**config.mk**
```make
export PLATFORM = sky130hd
export DESIGN_NAME = bcd_serial_collector
export DESIGN_NICKNAME = d
export VERILOG_FILES = /design/src/rtl/bcd_serial_collector.sv
export SDC_FILE = /design/constraint.sdc
export NUM_CORES = 1
export LEC_CHECK = 0
export ABC_AREA = 1
export CAP_MARGIN = 20
export CORE_AREA = 2 2 77 79
export CTS_CLUSTER_SIZE = 40
export DETAILED_ROUTE_END_ITERATION = 8
export DIE_AREA = 0 0 79 81
export SLEW_MARGIN = 10
export SYNTH_ARGS = -nofsm -noshare
export SYNTH_HDL_FRONTEND = slang
export SYNTH_SLANG_ARGS = --single-unit
```
**constraint.sdc**
```tcl
create_clock -name Clk -period 1.61 [get_ports Clk]
set_input_delay 0.2415 -clock Clk [delete_from_list [all_inputs] [get_ports Clk]]
set_output_delay 0.2415 -clock Clk [all_outputs]
set_load 0.01 [all_outputs]
```
**src/rtl/bcd_serial_collector.sv**
```systemverilog
// bcd_serial_collector: assembles the serial BCD stream from the Excess-3
// converter (LSB first, 4 bits per digit) into parallel digits. Legal digits
// update Digit, the Disp history and the 7-segment pattern; digits above 9
// are dropped and counted in a saturating error counter.
module bcd_serial_collector #(
  parameter int NDIG = 4
) (
  input  logic              Clk,
  input  logic              Rst,
  input  logic              Din,
  output logic [3:0]        Digit,
  output logic              Valid,
  output logic              Err,
  output logic [7:0]        ErrCnt,
  output logic [4*NDIG-1:0] Disp,
  output logic [6:0]        Seg
);

  logic [1:0]        cnt;
  logic [2:0]        sh;
  logic [3:0]        cand;
  logic              cand_legal;
  logic [4*NDIG-1:0] disp_next;

  // The fourth bit arrives live on Din; the first three were parked in sh.
  assign cand       = {Din, sh};
  assign cand_legal = (cand <= 4'd9);

  // The history shifts the new digit in at the low end. A one-digit history
  // has nothing to shift, so it simply takes the new digit.
  generate
    if (NDIG == 1) begin : g_disp_single
      assign disp_next = cand;
    end else begin : g_disp_shift
      assign disp_next = {Disp[4*NDIG-5:0], cand};
    end
  endgenerate

  // Bit framing: cnt free-runs with no enable, so framing is set only by reset.
  always_ff @(posedge Clk or negedge Rst) begin
    if (!Rst) begin
      cnt <= 2'd0;
      sh  <= 3'd0;
    end else begin
      cnt <= cnt + 2'd1;
      if (cnt != 2'd3) begin
        sh[cnt] <= Din;
      end
    end
  end

  // Digit completion: accept legal digits, count and drop the rest; pulses last one cycle.
  always_ff @(posedge Clk or negedge Rst) begin
    if (!Rst) begin
      Digit  <= 4'd0;
      Valid  <= 1'b0;
      Err    <= 1'b0;
      ErrCnt <= 8'd0;
      Disp   <= '0;
    end else begin
      Valid <= 1'b0;
      Err   <= 1'b0;
      if (cnt == 2'd3) begin
        if (cand_legal) begin
          Digit <= cand;
          Valid <= 1'b1;
          Disp  <= disp_next;
        end else begin
          Err <= 1'b1;
          if (ErrCnt != 8'hFF) begin
            ErrCnt <= ErrCnt + 8'd1;
          end
        end
      end
    end
  end

  // 7-segment decode of the current digit, {g,f,e,d,c,b,a}, active-high.
  always_comb begin
    Seg = 7'b0000000;
    case (Digit)
      4'd0: Seg = 7'b0111111;
      4'd1: Seg = 7'b0000110;
      4'd2: Seg = 7'b1011011;
      4'd3: Seg = 7'b1001111;
      4'd4: Seg = 7'b1100110;
      4'd5: Seg = 7'b1101101;
      4'd6: Seg = 7'b1111101;
      4'd7: Seg = 7'b0000111;
      4'd8: Seg = 7'b1111111;
      4'd9: Seg = 7'b1101111;
      default: Seg = 7'b0000000;
    endcase
  end

endmodule

```
==> out/qor.yml <==
sta:
  fin_ws_ps: -105
  maxSlewViolCount: 0
  hold_viol: 0
  setup_tns_ps: -429
  finalCriticalPeriod_ps: 1720
  rsz0062_at_grt: "true"
  slew_headroom: 0.739
  tightest_slew_ps: 392
  setup_viol: 7
  final.period_utilization: 1.07
  fmax_mhz: 583
  skew_ps: 6.11
  fin_hold_ws_ps: 347
global_routing:
  grt_overflow: 0
  met1_usage: 0.140
  grt_pass1_wl_mm: 5.89
  grt_antenna_before_repair: 0
  grt_use_met2: 0.207
  grt_pass1_vias: 1350
  grt_busiest_layer: "met2"
  grt_start_max_net_pins: 32
  track_usage: 0.117
  use_met3: 0.0322
yosys:
  synth-seq-cells: 31
  ys_types: 22
  synth.area.top_cells: "dfrtp_1 48%, nand2_1 19%, ha_1 8.6%"
  syn_nets: 204
  synth_top_area_share: 0.482
  yosysWarnings: 0
  yosysTopAreaCell: "dfrtp_1"
  syn_avg_cell_area_um2: 8.47
  yosysSeqAreaShare: 0.482
  syn_inst: 190
  synth_area_um2: 1610
critical_path:
  crit_cells: 6
  cp_num_buf_inv: 3
  slowest_delay_ps: 410
  worst_setup_path_end_kind: "output port"
  crit_required_ps: 1370
  crit_slowest_cell: "dfrtp_1"
  path_delay_family: "buffers and inverters"
  worstPathCellList: "inv_2, buf_4, ha_1, nand2_1, o22ai_1, buf_2"
  worstPathArrival_ps: 1470
  crit_type: "reg2out"
  ff2ff_path_depth: 6
  startpoint_type: "flip-flop"
  worst-path-max-fanout: 4
clock_tree:
  cts_buffers: 5
  cts_num_sinks: 31
  clk_pin_slew_ps: 70
  holdBufCountCts: 0
  root_buffer: "clkbuf_8"
  clockBufferDepth: 2
  clock_latency_ps: 280
  h-tree-depth: 2
  cts_tree: "yes"
route:
  viasPerCell: 4.12
  ant_nets: 0
  dr.pass1.iters: 4
  drt_wl_total_mm: 3.45
  wl_per_cell_um: 10.7
  drt_iter0_drc: 49
  drcViolationCount: 0
  vias: 1331
power_and_ir_drop:
  leakagePower_nw: 1.24
  power_density_nw_per_um2: 1020
  irDropWorstVdd_mv: 0.638
  power_mw: 2.36
place:
  dp_hpwl_mm: 2.38
  numPortBuffers: 39
  dp_cells: 310
  gp_congestion: 0.777
  placed_area_um2: 2140
  dp_worst_setup_slack_ps: -201
die:
  die_h_um: 81
  row_count: 28
  start_util: 0.284
  core_area_um2: 5680
  io_pins: 40
  design.die.area_um2: 6400
  chipWidth_um: 79
finish:
  stdcell_area_um2: 2310
  nFillCells: 594
  ff_latch_area_um2: 777
  nNetsFinal: 261
  post_layout_nonfiller_instances: 323
  fin_util: 0.408
  area_growth_syn_to_layout_pct: 43.8
  multi_input_area_um2: 758
  diodes: 0
  drive_gt1_frac: 0.222
min_path:
  hold_class: "in2async"
status:
  violations: "setup timing"
  run_status: "finished, violations left"
flow_run:
  cap_viol_max_count: 0
-- metal layers --
layer,routed length (um),part of all wire
met3,144,0.042
met5,0,0
met4,29,0.0084
met2,1690,0.49
met1,1580,0.46
-- cells in the final DEF, fill, tap and decap left out, types with 2 or more instances in the layout --
master           Yosys  final
buf_4                4     15
nor2_4               1      2
o21ai_0             17     12
inv_2                1      4
nor2_1               6      5
clkbuf_2             0      2
buf_2                2      7
clkbuf_8             0      6
dfrtp_1             31     30
buf_6                1      3
ha_2                 0      2
dlygate4sd2_1        0      2
ha_1                11      7
clkdlybuf4s50_1      0     24
nand3_1              4      4
ha_4                 0      2
xor2_1               3      3
dlymetal6s2s_1       0      4
o21ai_1              2      6
inv_1               17     14
nand2_4              2      2
nand2_1             80     79
nand2_2              2      3
-- worst paths after layout --
kind / start / end / slack [ps]
setup / recovery: Digit[1]$_DFFE_PN0P_ / Seg[4] / -110
setup reg to reg: ErrCnt[0]$_DFFE_PN0P_ / ErrCnt[6]$_DFFE_PN0P_ / 300
min in group Clk: Disp[13]$_DFFE_PN0P_ / Disp[13]$_DFFE_PN0P_ / 480
max in group asynchronous: Rst / ErrCnt[2]$_DFFE_PN0P_ / 940
hold / removal: Rst / Disp[3]$_DFFE_PN0P_ / 350
hold reg to reg: Disp[13]$_DFFE_PN0P_ / Disp[13]$_DFFE_PN0P_ / 480
-- synth_stat cells --
master	n
inv_2	1
nand2_2	2
nand3b_1	1
nand3_1	4
o22ai_1	1
nand2_1	80
a21oi_4	1
inv_1	17
nand2_4	2
nor2_4	1
o21ai_1	2
buf_2	2
nand3_2	1
nor2_1	6
o21ai_0	17
ha_1	11
or2_1	1
buf_6	1
nor2_8	1
dfrtp_1	31
xor2_1	3
buf_4	4
-- repair_timing --
action / 4_1_cts / 5_1_grt
pin swaps: 5 / 7
resized for setup: 44 / 17
endpoints found under the setup margin: 9 / 14
buffers inserted: 6 / 0
-- layout make-up --
type / instances / share of cell area
clock buffers: 6 / 0.0357
clock inverters: 2 / 0.0151
inverters: 18 / 0.0292
multi-input cells: 134 / 0.328
flip-flops and latches: 31 / 0.336
well taps: 75 / 0.0406
repair buffers: 57 / 0.216
-- kinds of logic (layout without fill, tap and decap cells) --
family,after synthesis,in the layout,share of synthesized area
and+or+nand+nor,99,99,0.269
AOI/OAI and AO/OA,21,21,0.0731
adders and majority gates,11,11,0.0855
DFF,31,31,0.482
buffers and inverters,25,83,0.0739
xor gates and xnor gates,3,3,0.0163
-- power breakdown --
group,switching (mW),internal (mW),leakage [nW]
clock network,0.289,0.500,0.0612
registers,0.0876,0.871,0.391
logic,0.293,0.321,0.787
-- state kept, by name (all words and copies together), names as in the netlist --
name,count
Valid,1
ErrCnt,8
cnt,2
Err,1
sh,3
Digit,3
Disp,13
No activity file was read; power rests on OpenSTA's default activity.
